--- src/rtl/button_conditioner.sv ---
// Push-button conditioner: per-channel 2-flop synchroniser, stability-counter debounce,
// press/release strobes, sticky write-one-to-clear edge capture and a maskable irq.
module button_conditioner #(
    parameter int unsigned N_BUTTONS       = 4,
    parameter int unsigned DEBOUNCE_CYCLES = 1_000_000,
    parameter bit          ACTIVE_LOW      = 1'b1
) (
    input  logic                 sys_clk_50m,
    input  logic                 sys_rst_n,
    input  logic [N_BUTTONS-1:0] buttons_raw,
    output logic [N_BUTTONS-1:0] buttons_level,
    output logic [N_BUTTONS-1:0] press_pulse,
    output logic [N_BUTTONS-1:0] release_pulse,
    output logic [N_BUTTONS-1:0] edge_capture,
    input  logic [N_BUTTONS-1:0] edge_clear,
    input  logic [N_BUTTONS-1:0] irq_mask,
    output logic                 irq
);

    localparam int unsigned CNT_W = $clog2(DEBOUNCE_CYCLES + 1);
    localparam logic [CNT_W-1:0] CNT_LAST = CNT_W'(DEBOUNCE_CYCLES - 1);
    localparam logic [N_BUTTONS-1:0] IDLE_PIN = ACTIVE_LOW ? '1 : '0;

    logic [N_BUTTONS-1:0] sync1_q, sync1_d;
    logic [N_BUTTONS-1:0] sync2_q, sync2_d;
    logic [N_BUTTONS-1:0] level_q, level_d;
    logic [N_BUTTONS-1:0] press_q, press_d;
    logic [N_BUTTONS-1:0] rel_q, rel_d;
    logic [N_BUTTONS-1:0] cap_q, cap_d;
    logic                 irq_q, irq_d;
    logic [CNT_W-1:0]     cnt_q [N_BUTTONS];
    logic [CNT_W-1:0]     cnt_d [N_BUTTONS];
    logic [N_BUTTONS-1:0] pressed_c;

    // Polarity-normalised synchronised sample: 1 = pressed.
    assign pressed_c = ACTIVE_LOW ? ~sync2_q : sync2_q;

    // Debounce, strobe generation, edge capture and irq next-state.
    always_comb begin
        sync1_d = buttons_raw;
        sync2_d = sync1_q;
        level_d = level_q;
        press_d = '0;
        rel_d   = '0;
        for (int unsigned i = 0; i < N_BUTTONS; i++) begin
            cnt_d[i] = cnt_q[i];
            if (pressed_c[i] == level_q[i]) begin
                cnt_d[i] = '0;
            end else if (cnt_q[i] == CNT_LAST) begin
                cnt_d[i]   = '0;
                level_d[i] = pressed_c[i];
                press_d[i] = pressed_c[i];
                rel_d[i]   = ~pressed_c[i];
            end else begin
                cnt_d[i] = cnt_q[i] + CNT_W'(1);
            end
        end
        // A press landing together with a clear keeps the flag set.
        cap_d = (cap_q & ~edge_clear) | press_d;
        irq_d = |(cap_q & irq_mask);
    end

    always_ff @(posedge sys_clk_50m or negedge sys_rst_n) begin
        if (!sys_rst_n) begin
            sync1_q <= IDLE_PIN;
            sync2_q <= IDLE_PIN;
            level_q <= '0;
            press_q <= '0;
            rel_q   <= '0;
            cap_q   <= '0;
            irq_q   <= 1'b0;
            for (int unsigned i = 0; i < N_BUTTONS; i++) begin
                cnt_q[i] <= '0;
            end
        end else begin
            sync1_q <= sync1_d;
            sync2_q <= sync2_d;
            level_q <= level_d;
            press_q <= press_d;
            rel_q   <= rel_d;
            cap_q   <= cap_d;
            irq_q   <= irq_d;
            for (int unsigned i = 0; i < N_BUTTONS; i++) begin
                cnt_q[i] <= cnt_d[i];
            end
        end
    end

    assign buttons_level = level_q;
    assign press_pulse   = press_q;
    assign release_pulse = rel_q;
    assign edge_capture  = cap_q;
    assign irq           = irq_q;

endmodule

--- config.mk ---
export PLATFORM = sky130hd
export DESIGN_NAME = button_conditioner
export DESIGN_NICKNAME = d
export VERILOG_FILES = /design/src/rtl/button_conditioner.sv
export SDC_FILE = /design/constraint.sdc
export NUM_CORES = 1
export LEC_CHECK = 0
export CORE_ASPECT_RATIO = 1.5
export CORE_MARGIN = 3
export CORE_UTILIZATION = 35
export DETAILED_ROUTE_END_ITERATION = 6
export GPL_TIMING_DRIVEN = 0
export HOLD_SLACK_MARGIN = 0.15
export PLACE_DENSITY = 0.57
export REMOVE_ABC_BUFFERS = 1
export SYNTH_ARGS = -nofsm -noshare
export SYNTH_HDL_FRONTEND = slang
export SYNTH_SLANG_ARGS = --single-unit
export TNS_END_PERCENT = 30
--- constraint.sdc ---
create_clock -name sys_clk_50m -period 5.1 [get_ports sys_clk_50m]
set_input_delay 1.02 -clock sys_clk_50m [delete_from_list [all_inputs] [get_ports sys_clk_50m]]
set_output_delay 1.02 -clock sys_clk_50m [all_outputs]
set_load 0.05 [all_outputs]
==> results.md <==
- CP Data Arrival Time: ~1.7 ns
- # Post-CTS Setup Buffers: 0
- Final core occ: about two fifths
- Post-place setup slack: roughly 2.6 ns
- Max-Cap Viols: 0
- Reg2reg path depth: 4
- Peak VDD IR: around 0.15 mV
- Post-synth top flop: dfrtp_1
- # IOs: 31
- Hold endpoint: sync2_q[1]
- Max FO, Critical Path: 6
- # fillers: between 1,000 and 1,500
- PortBufs: 30
- Syn. warnings: 0
- Footprint of the multi-input gates: between 2000 and 2500 sq um
- Setup_tns: 0 ns
- CTS Buf Count: 9
- H-tree Lvls: 3
- Area added between synthesis and finish: 15.8%
- CTS clk-pin slew, worst paths: around 0.07 ns
- DRT Pass-1 Iters: 4
- Hold Vio Cnt, Final: 0
- CP max-delay cell: clkdlybuf4s50_1
- First-pass GRT wire length: about 17,000 um
- Setup violators final: 0
- Post-synth EDFFs: 0
- Status: complete, no violations
- Req. time, crit path: 4.08 ns
- Ant diodes: 0
- Avg Inst Size Synth: roughly 10 sq um
- CP delay by family, top: buffers and inverters
- Ratio of final minimum period to clock period: about 52%
- FP Rows: 52
- Storage element area: about 2600 sq um
- DR DRC count: 0
- Chip width: approximately 100 um
- Fin nets: approximately 530
- Relative slew slack: between 50% and 60%
- Gr ovfl total: 0
- Crit path buf inv count: 1
- Wirelength, routed: a little under 10,000 um
- Hold WS: approximately 0.36 ns
- Kind of end point of the critical path: output pin
- FF-to-FF setup slack: approximately 2.9 ns
- Slew Viols, Final: 0
- Min Tclk post-route: approximately 2.7 ns
- Drt via density: approximately 5.3
- Critical R2R Launch: cnt_q[52]
- Power per cell area: roughly 280 nW/um^2
- Initial core utilization: 36.2%
- Final setup margin: approximately 2.4 ns
- Share of cells above drive strength 1: 8.65%
- Final Skew: 0.00505 ns
- Hold Buf Count CTS: 0
- Crit path cell chain: clkdlybuf4s50_1
- Placed cells: roughly 670
- Gr usage total: between 10% and 20%
- Worst reg2reg path endpoint: cnt_q[46]
- Clock sink count: about 110
- Yosys cell types: 40
- Hold Crit Class: register to register
- Largest net degree at the start of global routing: between 50 and 60
- Finished Layout Cells: just under 700
- Slew @ Worst Pin: 0.739 ns
- Setup Crit Path Kind: register to output pin
- Placed inst area: approximately 5400 sq um
- Resize count post-CTS: 0
- Detailed placement HPWL: between 6000 and 7000 um
- Latest clock arrival within the worst-skew pair: around 0.34 ns
- Chip height: between 150 and 200 um
- CTS tree: yes
- Number of nets with antenna violations after routing: 0
- Category of the worst setup path launch point: register
- Vias in the first global route: approximately 3,600
- Syn Inst Count: 482
- Gpl congestion: just under 0.8
- Via count: roughly 3,600
- Post-synthesis sequential area ratio: a little over half
- Initial antenna violation count: 0
- Slowest stage delay, CP: between 0.8 and 0.9 ns
- Hold wc startpoint: sync1_q[1]
- Peak Freq: 0.375 GHz
- Ys async rst share: 100%
- Core box area: between 10,000 and 15,000 sq um
- Die ar.: 15,500 sq um
- Flops & latches, synth: 105
- Leakage: between 2 and 2.5 nW
- Total Power: about 1.6 mW
- Root buffer cell: clkbuf_16
- WHS Path Cells: 0
- Mapped cell area: 4920 sq um
- Wire per inst: 14.3 um
- Max clock buf depth: 2
- Design Area, Final: between 5000 and 6000 sq um
- RSZ-0062 raised after global routing: no
- Detailed Route Iter0 Violations: 100
==> where the power goes <==
group	total (mW)	leakage, nW	internal [mW]	switching, mW
sequential	0.859	1.43	0.846	0.0127
clock	0.687	0.148	0.390	0.297
combinational	0.0559	0.584	0.0215	0.0345
total	1.60	2.16	1.26	0.344
==> state kept, by name, summed over array words and instances, names as in the netlist <==
signal	count
cnt_q	80
sync2_q	4
release_pulse	4
press_pulse	4
irq	1
edge_capture	4
buttons_level	4
sync1_q	4
==> how the worst max path moves through the flow <==
stage                          start                to  slack (ns)  depth (start not counted)
floorplan                  cnt_q[52]         cnt_q[42]        3.08                          4
global route        buttons_level[0]  buttons_level[0]        2.36                          1
global placement           sys_rst_n         cnt_q[54]       -0.97                          1
CTS                 buttons_level[3]  buttons_level[3]        2.40                          1
detailed placement         cnt_q[12]          cnt_q[6]        2.63                          4
finish              buttons_level[0]  buttons_level[0]        2.43                          1
==> synth_stat cells, types with 16 or more instances <==
| master | n | share of area, % |
|---|---|---|
| a21oi_1 | 23 | 2.3 |
| or3_1 | 17 | 2.2 |
| dfrtp_1 | 97 | 49 |
| o21ai_0 | 20 | 2.0 |
| xnor2_1 | 38 | 6.8 |
| nand2_1 | 30 | 2.3 |
| inv_1 | 19 | 1.5 |
| or4_1 | 17 | 2.6 |
| nor3_1 | 16 | 1.6 |
| nor2_1 | 61 | 4.7 |
| nand3_1 | 28 | 2.9 |
| nand4_1 | 16 | 2.0 |
==> layer usage <==
layer | global-route usage, % | vias up | wire, um
met5 | 0 | - | 0
met4 | 5.31 | 0 | 193
met3 | 2.76 | 15 | 359
met2 | 22.7 | 73 | 4820
met1 | 18.1 | 1769 | 4390
li1 | - | 1787 | -
==> cells in the final DEF, fill, tap and decap left out, types with 19 or more instances in the layout <==
master	netlist	final
xnor2_1	38	38
dfrtp_1	97	97
o21ai_0	20	20
clkdlybuf4s50_1	0	29
nor2_1	61	61
nand2_1	30	30
nand3_1	28	28
inv_1	19	19
a21oi_1	23	23
==> cell type report <==
class | instances | share of cell area, %
Tap cell | 162 | 3.56
Multi-Input combinational cell | 348 | 37.7
Timing Repair Buffer | 32 | 5.91
Clock buffer | 10 | 4.20
Clock inverter | 6 | 1.01
Inverter | 19 | 1.25
Sequential cell | 105 | 46.4
==> kinds of logic after synthesis <==
family,after synthesis,share of synthesized area [%]
AO/OA/AOI/OAI,64,8.50
buffers and inverters,29,2.70
flip-flops,105,53.7
XOR/XNOR,53,9.44
adder cells (fa/ha/maj),4,1.02
AND/OR/NAND/NOR,227,24.7
Note: power is estimated with default switching activity, not from simulation.
